## src/rtl/axis_width_split.sv

```systemverilog
`default_nettype none
// ============================================================================
//  Module   : axis_width_split
//  Purpose  : AXI-stream width down-converter. Each accepted wide word is
//             replayed as RATIO narrow beats; tlast rides on the final beat.
//  Revision : 1.0  initial release
// ============================================================================
module axis_width_split #(
    parameter int DATA_WIDTH_IN  = 256,
    parameter int DATA_WIDTH_OUT = 32,
    parameter bit MSB_FIRST      = 1'b0
) (
    input  logic                      clk,
    input  logic                      rst,

    input  logic                      s_axis_tvalid,
    output logic                      s_axis_tready,
    input  logic [DATA_WIDTH_IN-1:0]  s_axis_tdata,
    input  logic                      s_axis_tlast,

    output logic                      m_axis_tvalid,
    input  logic                      m_axis_tready,
    output logic [DATA_WIDTH_OUT-1:0] m_axis_tdata,
    output logic                      m_axis_tlast,

    output logic                      busy
);

    localparam int RATIO = DATA_WIDTH_IN / DATA_WIDTH_OUT;
    localparam int CW    = (RATIO > 1) ? $clog2(RATIO) : 1;

    localparam logic [CW-1:0] c_last_idx = CW'(RATIO - 1);
    localparam logic [CW-1:0] c_one      = CW'(1);

    generate
        if ((DATA_WIDTH_IN % DATA_WIDTH_OUT) != 0) begin : g_bad_width
            $fatal(1, "axis_width_split: DATA_WIDTH_IN must be a multiple of DATA_WIDTH_OUT");
        end
        if ((RATIO < 2) || ((RATIO & (RATIO - 1)) != 0)) begin : g_bad_ratio
            $fatal(1, "axis_width_split: RATIO must be a power of two and at least 2");
        end
    endgenerate

    // r_valid doubles as the state: 0 = EMPTY, 1 = HOLD
    logic [DATA_WIDTH_IN-1:0] r_word;
    logic                     r_last;
    logic                     r_valid;
    logic [CW-1:0]            r_idx;

    logic                      w_last_beat;
    logic                      w_accept;
    logic [CW-1:0]             w_k;
    logic [DATA_WIDTH_OUT-1:0] w_slice [RATIO];

    assign w_last_beat   = (r_idx == c_last_idx);
    assign s_axis_tready = ~r_valid | (m_axis_tready & w_last_beat);
    assign w_accept      = s_axis_tvalid & s_axis_tready;

    always_ff @(posedge clk) begin
        if (rst) begin
            r_word  <= '0;
            r_last  <= 1'b0;
            r_valid <= 1'b0;
            r_idx   <= '0;
        end else if (w_accept) begin
            // covers both the EMPTY load and the no-bubble reload on the last beat
            r_word  <= s_axis_tdata;
            r_last  <= s_axis_tlast;
            r_valid <= 1'b1;
            r_idx   <= '0;
        end else if (r_valid && m_axis_tready) begin
            if (w_last_beat) begin
                r_valid <= 1'b0;
                r_idx   <= '0;
            end else begin
                r_idx   <= r_idx + c_one;
            end
        end
    end

    generate
        for (genvar gi = 0; gi < RATIO; gi++) begin : g_slice
            assign w_slice[gi] = r_word[gi*DATA_WIDTH_OUT +: DATA_WIDTH_OUT];
        end

        if (MSB_FIRST) begin : g_msb_first
            assign w_k = c_last_idx - r_idx;
        end else begin : g_lsb_first
            assign w_k = r_idx;
        end
    endgenerate

    assign m_axis_tvalid = r_valid;
    assign m_axis_tdata  = w_slice[w_k];
    assign m_axis_tlast  = r_valid & r_last & w_last_beat;
    assign busy          = r_valid;

endmodule
`default_nettype wire

```

## config.mk

```make
export PLATFORM = sky130hd
export DESIGN_NAME = axis_width_split
export DESIGN_NICKNAME = d
export VERILOG_FILES = /design/src/rtl/axis_width_split.sv
export SDC_FILE = /design/constraint.sdc
export NUM_CORES = 1
export LEC_CHECK = 0
export CAP_MARGIN = 20
export CORE_MARGIN = 5
export CORE_UTILIZATION = 42
export DETAILED_ROUTE_END_ITERATION = 12
export GPL_TIMING_DRIVEN = 0
export PLACE_DENSITY = 0.73
export SETUP_SLACK_MARGIN = 0.15
export SLEW_MARGIN = 20
export SYNTH_ARGS = -nofsm -noshare
export SYNTH_HDL_FRONTEND = slang
export SYNTH_SLANG_ARGS = --single-unit
```

## constraint.sdc

```tcl
create_clock -name clk -period 2.5 [get_ports clk]
set_input_delay 0.625 -clock clk [delete_from_list [all_inputs] [get_ports clk]]
set_output_delay 0.625 -clock clk [all_outputs]
set_load 0.05 [all_outputs]
```

After elaboration in Yosys (flattened, before gate mapping)
Cells that the tools add are included.
{"block": "totals", "ramBits": 0, "latch_bits": 0, "regBits": 261, "romBits": 0, "n_memories": 0, "output_inout_bits": 36, "elab_cells": 26, "in_bits": 261}
{"block": "op_classes", "div_mod_pow": 0, "n_lt_le_gt_ge": 1, "shift": 0, "muxes": 7, "n_eq_ne": 1, "n_reduce_logical": 5, "n_bitwise": 7, "addsub": 1, "mul": 0}
{"cell": "binary-select mux 32 bit (select 3 bit)", "count": 1}
{"cell": "2-to-1 mux 32 bit", "count": 2}
{"cell": "bitwise AND 1 bit", "count": 4}
{"cell": "greater-or-equal comparator 4 bit, second input constant", "count": 1}
{"cell": "NOT 3 -> 4 bit", "count": 1}
{"cell": "nonzero test 2 bit", "count": 2}
{"cell": "adder 3 x 1 -> 3 bit, second input constant", "count": 1}
{"cell": "equality test 3 bit, second input constant", "count": 1}
{"cell": "2-to-1 mux 1 bit", "count": 3}
{"cell": "2-to-1 mux 3 bit", "count": 1}
{"cell": "AND reduction 2 bit", "count": 1}
{"cell": "OR reduction 2 bit", "count": 1}
{"cell": "logical AND 1 bit", "count": 1}
{"cell": "NOT 1 bit", "count": 1}
{"cell": "OR 1 bit", "count": 1}

Depth between registers and ports, before layout
Gate-level depths: netlist (run 1).
{"block": "depth", "depth_word": 6, "mapped_depth": 8, "depth_no_buf": 5}

Least setup slack after synthesis (run 1)
OpenSTA, ideal clock, no wires.
{"block": "synth_timing", "path_kind": "register -> output", "from": "register r_idx[0]", "to": "output port m_axis_tdata[11]", "arrival_ns": 1.630, "stages_incl_launch_ff": 5, "setup_slack_ns": 0.245, "path_buffers": 2, "cell_sequence": "dfxtp_1 > buf_6 > buf_2 > mux4_1 > mux2_4"}
{"block": "synth_between", "elab_chain_cells": 4}
{"item": "start: declaration", "line_no": "48", "text": "logic [CW-1:0] r_idx;"}
{"item": "start signal: assignment", "line_no": "76", "text": "r_idx <= r_idx + c_one;"}
{"item": "NOT 3 -> 4 bit (implied by the code)", "line_no": "94", "text": "assign m_axis_tdata = w_slice[w_k];"}
{"item": "binary-select mux 32 bit (select 3 bit)", "line_no": "94"}
{"item": "2-to-1 mux 32 bit (implied by the code) (2 in series)", "line_no": "94"}
{"item": "end: declaration", "line_no": "23", "text": "output logic [DATA_WIDTH_OUT-1:0] m_axis_tdata,"}
Every way passes these cells. The select of a mux whose other input is x is not followed.

Final worst setup path (run 1)
{"block": "layout_timing", "from": "register r_idx[0]", "to": "output port m_axis_tdata[9]"}
The elaborated chain is that of the path after synthesis.

==> run_results.csv, run 1 <==
group,metric,value,unit
status,outcome,"finished with violations",
status,violations,"setup timing",
pwr,power.leakage,5.84,nW
setup_path,worstSetupPathType,"reg2out",
yosys,yosys_warnings,0,
sta,hold_viol_final,0,
floorplanning,fp.dieH,183,µm
pwr,intPower,7.76,mW
setup_path,cp-start-kind,"flip-flop",
pwr,clockPowerShare,0.391,
setup_path,cpMaxStageDelayCell,"mux4_2",
clocking,clk_pin_slew,60,ps
floorplanning,fp-row-count,63,
pwr,peakVddDrop,0.504,mV
sta,post-route-period-util,1.20,
sta,setup_violations,33,
yosys,synth_cell_types,28,
sta,rsz0062_at_grt,"yes",
placed_design,post-dp-hpwl,36400,µm
sta,fin_worst_skew,11.2,ps
yosys,synth-edff-count,0,
yosys,ys_top_cells_by_area,"dfxtp_1, nand3b_1, a21oi_1",
setup_path,cp.required,1880,ps
clocking,clkSinkCount,261,
setup_path,path_cells,"buf_6, clkbuf_8, mux4_2, mux2_4, buf_2",
global_route,grt.overflow.total,0,
global_route,first_global_vias,12000,
global_route,track_usage,0.270,
clocking,h-tree-depth,1,
clocking,cts_hold_buf,0,
pwr,comb_power_share,0.184,
global_route,antenna_found_initial,4,
sta,fin_setup_tns,-14420,ps
routing,ant_nets,0,
routing,drt_wl_total,47700,µm
setup_path,worst-path-buf-inv,3,
routing,first_pass_iters,6,
routing,vias,12000,
global_route,grt_max_degree,14,
global_route,grt_pass1_wl,70000,µm
job,drv_cap,0,
yosys,syn_inst,1309,
final_layout,syn2layout_area_growth,36.5,%
setup_path,cp_max_fo,10,
final_layout,fin_area,17100,µm²
placed_design,io_buffers,294,
sta,setup_slack,-493,ps
yosys,async_reset_ff_frac,0,
pwr,power_density,624,nW/µm²
clocking,cts_buffer_depth,3,
yosys,seq_area_frac_synth,0.418,
sta,worstMarginPinSlew,815,ps
final_layout,final_nets,1905,
clocking,cts_tree,"done",
floorplanning,pin_count,297,
floorplanning,die_area,33300,µm²
clocking,worstSkewPairLatency,550,ps
yosys,synth_flop_cell,"dfxtp_1",
setup_path,crit_arrival,2370,ps
yosys,avgSynthCellArea,9.55,µm²
setup_path,critical_path.top_delay_family,"multiplexers",
sta,finalCriticalPeriod,2990,ps
sta,fmax,334,MHz
floorplanning,die_w,183,µm
yosys,synth_top_cell_by_area,"dfxtp_1",
clocking,clock-root-buffer,"clkbuf_16",
setup_path,end_kind,"output port",
hold_path,hold_path.class,"reg2reg",
pwr,seqPwrFrac,0.425,
setup_path,critPathMaxStageDelay,600,ps
setup_path,reg2reg_slack,240,ps
sta,drv_slew,0,
placed_design,dpl_cell_area,15900,µm²
pwr,netSwitchingPower,2.88,mW
pwr,p_sw_frac,0.271,
yosys,synth_top_area_frac,0.418,
yosys,synth_nets,1572,
sta,slew_headroom,0.457,
final_layout,drive_gt1_frac,0.146,
floorplanning,coreArea,29500,µm²
floorplanning,initial_core_util,0.424,
routing,drc,0,
yosys,syn_area,12500,µm²
yosys,synth_seq_cells,261,
routing,wire_per_inst,23.2,µm
routing,vias_per_cell,5.84,
routing,drtIter0Drc,1032,
placed_design,gp_congestion,0.917,
clocking,cts_buffers,29,
==> worst paths after layout <==
check,cells after the start,start,endpoint
setup / recovery,5,r_idx[0],m_axis_tdata[9]
hold / removal,2,r_word[86],r_word[86]
setup reg to reg,10,r_idx[0],r_word[229]
hold reg to reg,2,r_word[86],r_word[86]
==> metal layers <==
metal  share of wire  vias up  global-route usage  wire length (µm)
met4           0.034        4              0.0823              1610
met3           0.096       92              0.0608              4560
li1                -     5499                   -                 -
met1            0.40     5769               0.345             18900
met5         0.00071        -                   0                34
met2            0.47      625               0.455             22600
==> power groups by stage <==
stage          registers, mW  logic (mW)  clock network [mW]
2_1_floorplan           4.55        1.03                   0
6_report                4.52        1.96                4.17
4_1_cts                 4.51        1.93                4.16
3_3_place_gp            4.59        1.86                   0
5_1_grt                 4.54        2.08                4.31
3_5_place_dp            4.60        1.88                   0
==> flip-flops by register name, summed over array words and instances (netlist names) <==
name,cells
r_word,256
r_idx,3
busy,1
r_last,1
==> Yosys cell counts, types with 7 or more instances <==
cell / count
dfxtp_1: 261
a21oi_1: 260
nand3b_1: 257
o21ai_0: 240
clkbuf_1: 111
mux4_2: 56
buf_2: 31
mux2_4: 25
o21ai_1: 17
buf_1: 14
mux4_1: 8
mux2_2: 7
==> cell usage in the layout, fill, tap and decap left out, types with 13 or more instances in the layout <==
cell type	instances
clkbuf_1	101
buf_2	31
mux2_4	27
o21ai_0	240
buf_1	13
dfxtp_1	259
nand3b_1	257
o21ai_1	17
mux4_2	60
buf_6	28
a21oi_1	260
clkbuf_16	29
clkdlybuf4s50_1	258
==> through the flow <==
step                      power [mW]  cells  setup slack, ps  hold WS (ps)   util
after detailed placement        6.49   1993             -816           466  0.541
after global routing            10.9   2054             -528           490  0.579
after floorplan                 5.58   1309              245           449      -
final                           10.6   2054             -493           472  0.579
after CTS                       10.6   2050             -500           474  0.576
after global placement          6.45   1993             -822           458  0.541
==> worst register-to-register path, delay by kind of cell (launching register included) <==
| family | cells | cell delay, ps |
|---|---|---|
| AO/OA/AOI/OAI | 2 | 260 |
| adder cells (fa/ha/maj) | 2 | 320 |
| buffers and inverters | 5 | 1020 |
| flip-flops | 1 | 330 |
| AND/OR/NAND/NOR | 1 | 180 |
==> area by class of cell <==
class                   instances  area [µm²]
repair buffers                302        3040
diodes                          2        5.00
well taps                     390         488
flip-flops and latches        261        5230
clock buffers                  44         882
inverters                       2        10.0
fillers                      2610       12400
multi-input cells             883        6570
plain buffers                 163         810
clock inverters                 7        38.8
==> kinds of logic after synthesis <==
kind of cell / share of synthesized area
AO/OA/AOI/OAI: 0.208
AND/OR/NAND/NOR: 0.158
flip-flops: 0.418
buffers and inverters: 0.0590
multiplexers: 0.155
adder cells (fa/ha/maj): 0.00200
==> timing repair <==
action | in CTS | in global routing
gates cloned | 1 | 0
buffers inserted | 5 | 2
pin swaps | 1 | 1
gates resized for setup | 255 | 37
endpoints found under the setup margin | 48 | 73
Note: power is estimated with default switching activity, not from simulation.
==> run 2: changes to the inputs <==
--- a/config.mk
+++ b/config.mk
@@ -7,12 +7,13 @@
 export LEC_CHECK = 0
 export CAP_MARGIN = 20
 export CORE_MARGIN = 5
-export CORE_UTILIZATION = 42
+export CORE_UTILIZATION = 50
 export DETAILED_ROUTE_END_ITERATION = 12
 export GPL_TIMING_DRIVEN = 0
-export PLACE_DENSITY = 0.73
+export PLACE_DENSITY = 0.84
 export SETUP_SLACK_MARGIN = 0.15
 export SLEW_MARGIN = 20
 export SYNTH_ARGS = -nofsm -noshare
 export SYNTH_HDL_FRONTEND = slang
 export SYNTH_SLANG_ARGS = --single-unit
+export TNS_END_PERCENT = 20
==> constraint.sdc (replaced) <==
create_clock -name clk -period 3.3 [get_ports clk]
set_input_delay 0.825 -clock clk [delete_from_list [all_inputs] [get_ports clk]]
set_output_delay 0.825 -clock clk [all_outputs]
set_load 0.05 [all_outputs]
==> run_results.csv, run 2 (synthesis results as in run 1) <==
group,metric,value,unit
setup_path,end_kind,"output port",
clocking,clkSinkCount,261,
clocking,cts_buffers,28,
placed_design,placedCellCount,1927,
final_layout,nFillCells,1902,
final_layout,regMostFlops,"r_word",
final_layout,fin_area,16900,µm²
setup_path,worstSetupPathType,"reg2out",
setup_path,worst-path-buf-inv,4,
clocking,cts_tree,"done",
sta,worstMarginPinSlew,822,ps
setup_path,cp.required,2470,ps
final_layout,regArea,5230,µm²
floorplanning,initial_core_util,0.511,
sta,setup_slack,63.0,ps
setup_path,cp-start-kind,"flip-flop",
routing,drtIter0Drc,1398,
sta,rsz0062_at_grt,"yes",
floorplanning,pin_count,297,
final_layout,syn2layout_area_growth,35.3,%
final_layout,multi_input_area,6540,µm²
global_route,first_global_vias,12200,
clocking,worstSkewPairLatency,560,ps
setup_path,critPathMaxStageDelay,520,ps
sta,finalCriticalPeriod,3240,ps
final_layout,final_nets,1903,
clocking,h-tree-depth,1,
floorplanning,coreArea,24500,µm²
routing,drt_wl_total,46400,µm
setup_path,crit_arrival,2410,ps
pwr,power_density,485,nW/µm²
routing,first_pass_iters,8,
sta,setup_violations,0,
routing,ant_nets,0,
setup_path,cp_max_fo,6,
final_layout,top_regs,"r_word x256, r_idx x3",
clocking,cts_buffer_depth,3,
routing,drc,0,
setup_path,cp_common_cell,"buf_12",
sta,hold_viol_final,0,
final_layout,final_cell_mix,"a21oi_1, dfxtp_1, clkdlybuf4s50_1, nand3b_1, o21ai_0",
floorplanning,die_w,168,µm
floorplanning,fp-row-count,57,
final_layout,largest_reg_flops,256,
sta,fin_setup_tns,0,ps
hold_path,hold_path.class,"reg2reg",
job,drv_cap,0,
global_route,grt_pass1_wl,68000,µm
floorplanning,die_area,28300,µm²
pwr,p_total,8.20,mW
pwr,peakVddDrop,0.278,mV
placed_design,post-dp-hpwl,35200,µm
sta,slew_headroom,0.452,
setup_path,path_cells,"buf_8, buf_12, buf_12, mux4_2, mux2_4, buf_4",
routing,vias,12300,
final_layout,finalNonFillerCells,1987,
sta,post-route-period-util,0.981,
placed_design,dpl_cell_area,15900,µm²
sta,drv_slew,0,
status,outcome,"completed",
global_route,grt_max_degree,14,
setup_path,critical_path.top_delay_family,"multiplexers",
routing,wire_per_inst,23.3,µm
routing,vias_per_cell,6.21,
sta,fin_worst_skew,22.9,ps
sta,fmax,309,MHz
global_route,grt.overflow.total,0,
pwr,power.leakage,5.82,nW
placed_design,place_ws,-355,ps
global_route,track_usage,0.305,
final_layout,drive_gt1_frac,0.136,
global_route,antenna_found_initial,4,
setup_path,cpMaxStageDelayCell,"mux4_2",
floorplanning,fp.dieH,168,µm
clocking,clk_pin_slew,70,ps
placed_design,gp_congestion,0.936,
clocking,clock-root-buffer,"clkbuf_16",
placed_design,io_buffers,294,
==> run 2: cell count changes in the layout (fill, tap and decap cells not counted), moves of 3 or more <==
cell       previous run  this run
clkbuf_1            101       110
clkbuf_8             12         7
clkbuf_2             12         4
bufinv_16             0         3
buf_6                28         9
clkinv_2              6         3
buf_2                31        40
clkbuf_16            29        33
buf_4                11        19
==> run 2: what timing repair did <==
item / in CTS / in global routing
setup buffers: 0 / 3
endpoints found under the hold margin: 0 / 0
gates resized for setup: 193 / 46
cloned: 0 / 4
setup endpoints to repair: 34 / 33
hold buffers: 0 / 0
pin swaps: 0 / 1
==> run 2: stage by stage <==
stage               hold WS, ps  utilization
CTS                         475        0.683
global route                495        0.692
floorplan                   449            -
global placement            457        0.648
detailed placement          466        0.648
finish                      474        0.692
==> run 2: layout make-up <==
type / instances / area share
Clock buffer: 42 / 0.0499
Antenna cell: 3 / 0.000444
Timing Repair Buffer: 301 / 0.176
Sequential cell: 261 / 0.309
Multi-Input combinational cell: 883 / 0.386
Tap cell: 324 / 0.0240
Clock inverter: 8 / 0.00717
Inverter: 2 / 0.000444
Buffer: 163 / 0.0467
==> run 2: routing by layer <==
layer,part of all wire,vias up,GRT usage
li1,-,5505,-
met1,0.38,5977,0.394
met2,0.48,750,0.518
met3,0.10,113,0.0523
met4,0.035,2,0.106
met5,0.00030,-,0
==> run 2: tightest hold or removal path: stages, from the launching register on <==
cell and delay (ps):
dfxtp_1 300, o21ai_0 60, a21oi_1 60
==> run 2: path summary, 6_finish.rpt <==
path	from	end	slack (ps)	cells past startpoint
worst max register to register	r_idx[0]	r_word[111]	860	8
worst min-delay path	r_word[225]	r_word[225]	470	2
worst max-delay path	r_idx[0]	m_axis_tdata[0]	60	6
worst min register to register	r_word[225]	r_word[225]	470	2
==> run 2: power breakdown <==
group          internal (mW)  switching, mW  total, mW  leakage [nW]
combinational          0.710          0.753       1.46          3.20
clock                   1.99           1.32       3.31         0.473
sequential              3.33         0.0961       3.43          2.14
==> run 3: changes to the inputs <==
--- a/config.mk
+++ b/config.mk
@@ -7,10 +7,11 @@
 export LEC_CHECK = 0
 export CAP_MARGIN = 20
 export CORE_MARGIN = 5
-export CORE_UTILIZATION = 50
+export CORE_UTILIZATION = 62
 export DETAILED_ROUTE_END_ITERATION = 12
+export DONT_BUFFER_PORTS = 1
 export GPL_TIMING_DRIVEN = 0
-export PLACE_DENSITY = 0.84
+export PLACE_DENSITY = 0.82
 export SETUP_SLACK_MARGIN = 0.15
 export SLEW_MARGIN = 20
 export SYNTH_ARGS = -nofsm -noshare
==> run_results.csv, run 3 (synthesis results as in run 1) <==
group,metric,value,unit
status,outcome,"completed",
floorplanning,pin_count,297,
setup_path,cp_common_cell,"buf_12",
job,drv_cap,0,
floorplanning,die_area,23100,µm²
placed_design,gp_congestion,0.931,
floorplanning,die_w,152,µm
final_layout,regMostFlops,"r_word",
hold_path,hold_path.class,"in2reg",
global_route,grt.overflow.total,0,
final_layout,syn2layout_area_growth,10.3,%
setup_path,critPathMaxStageDelay,540,ps
global_route,grt_max_degree,15,
sta,worstMarginPinSlew,854,ps
routing,vias_per_cell,6.84,
sta,fin_setup_tns,0,ps
final_layout,post-route-util,0.689,
placed_design,post-dp-hpwl,32000,µm
sta,finalCriticalPeriod,3140,ps
sta,fin_worst_skew,9.72,ps
final_layout,nFillCells,1644,
placed_design,place_ws,414,ps
routing,drc,0,
routing,drt_wl_total,42500,µm
setup_path,end_kind,"output port",
clocking,clk_pin_slew,70,ps
pwr,power.leakage,4.52,nW
routing,ant_nets,0,
setup_path,cpMaxStageDelayCell,"mux4_2",
sta,setup_violations,0,
final_layout,drive_gt1_frac,0.136,
hold_path,min_to,"r_word[13]",
pwr,peakVddDrop,0.432,mV
setup_path,reg2reg_slack,880,ps
setup_path,cp_max_fo,10,
setup_path,rr_endpoint,"r_word[161]",
setup_path,cp-start-kind,"flip-flop",
final_layout,largest_reg_flops,256,
sta,slew_headroom,0.431,
clocking,clkSinkCount,261,
sta,rsz0062_at_grt,"yes",
routing,drtIter0Drc,1257,
final_layout,finalNonFillerCells,1627,
routing,first_pass_iters,6,
floorplanning,initial_core_util,0.624,
sta,fmax,318,MHz
clocking,cts_buffer_depth,3,
setup_path,cp.required,2470,ps
sta,setup_slack,159,ps
routing,vias,11100,
floorplanning,coreArea,20000,µm²
global_route,grt_pass1_wl,63800,µm
clocking,cts_buffers,27,
floorplanning,fp-row-count,52,
sta,hold_ws,443,ps
global_route,grtUsageMet1,0.424,
global_route,track_usage,0.347,
clocking,clock-root-buffer,"clkbuf_16",
pwr,power_density,560,nW/µm²
setup_path,worstSetupPathType,"reg2out",
global_route,grt_use_met3,0.117,
setup_path,path_cells,"buf_6, buf_12, buf_12, mux4_2, mux2_2",
setup_path,rr_worst_depth,8,
clocking,cts_setup_buffers,0,
placed_design,placedCellCount,1579,
clocking,cts_tree,"done",
final_layout,top_regs,"r_word x256, r_idx x3",
sta,hold_viol_final,0,
global_route,first_global_vias,10900,
hold_path,min_from,"s_axis_tdata[13]",
final_layout,final_cell_mix,"a21oi_1, dfxtp_1, nand3b_1, o21ai_0, clkbuf_1",
sta,drv_slew,0,
setup_path,crit_arrival,2320,ps
hold_path,whs_path_depth,2,
global_route,grt_busiest_layer,"met2",
setup_path,reg2reg_from,"r_idx[0]",
placed_design,io_buffers,0,
clocking,h-tree-depth,1,
final_layout,diodes,0,
floorplanning,fp.dieH,152,µm
clocking,worstSkewPairLatency,540,ps
clocking,cts_hold_buf,0,
global_route,antenna_found_initial,1,
routing,wire_per_inst,26.1,µm
final_layout,final_nets,1601,
global_route,use_met2,0.577,
final_layout,final_common_cell,"a21oi_1",
sta,post-route-period-util,0.952,
-- run 3: cell types whose count changed in the layout (fill, tap and decap cells not counted), sizes merged --
cell           before  now
clkbuf            156  146
bufinv              3    4
diode               3    0
buf                89   52
clkdlybuf4s50     260    0
dlygate4sd2         1    0
clkinv              4    6
clkinvlp            1    3
-- run 3: power by group --
part           switching [mW]  total [mW]  leakage [nW]  internal, mW
registers              0.0969        3.43          2.14          3.33
clock network            1.31        3.25         0.459          1.94
logic                   0.653        1.04          1.92         0.390
-- run 3: layout make-up --
class | count | area [µm²] | area share
clock buffer | 35 | 766 | 0.0555
buffer | 163 | 752 | 0.0545
clock inverter | 13 | 173 | 0.0125
tap | 270 | 338 | 0.0245
inverter | 2 | 7.51 | 0.000544
sequential | 261 | 5230 | 0.379
multi-input combinational | 883 | 6540 | 0.474
-- run 3: what timing repair did --
| action | in CTS | in global routing |
|---|---|---|
| resized for setup | 14 | 5 |
| pin swaps | 0 | 0 |
| setup endpoints to repair | 33 | 32 |
-- run 3: critical path, delay by kind of cell (launching register included) --
| kind | cells | cell delay, ps |
|---|---|---|
| mux | 2 | 950 |
| flops | 1 | 360 |
| buf+inv | 3 | 470 |
-- run 3: stage by stage --
step | cell area [µm²] | power, mW
2_1_floorplan | 12500 | 4.23
3_3_place_gp | 12800 | 4.48
3_5_place_dp | 12800 | 4.51
4_1_cts | 13800 | 7.69
5_1_grt | 13800 | 7.93
6_report | 13800 | 7.72
-- run 3: how the worst max path moves through the flow --
stage | from | to | slack, ps | cells past startpoint
final | r_idx[0] | m_axis_tdata[22] | 160 | 5
after global routing | r_idx[0] | m_axis_tdata[13] | 130 | 4
after CTS | busy | s_axis_tready | 130 | 4
after detailed placement | r_idx[1] | m_axis_tdata[22] | 410 | 4
after global placement | r_idx[1] | m_axis_tdata[22] | 410 | 4
after floorplan | r_idx[0] | m_axis_tdata[11] | 850 | 4
-- run 3: routing by layer --
| metal | wire length, µm | share of wire |
|---|---|---|
| met1 | 15600 | 0.37 |
| met2 | 20000 | 0.47 |
| met3 | 4990 | 0.12 |
| met4 | 1980 | 0.046 |
| met5 | 13 | 0.00031 |
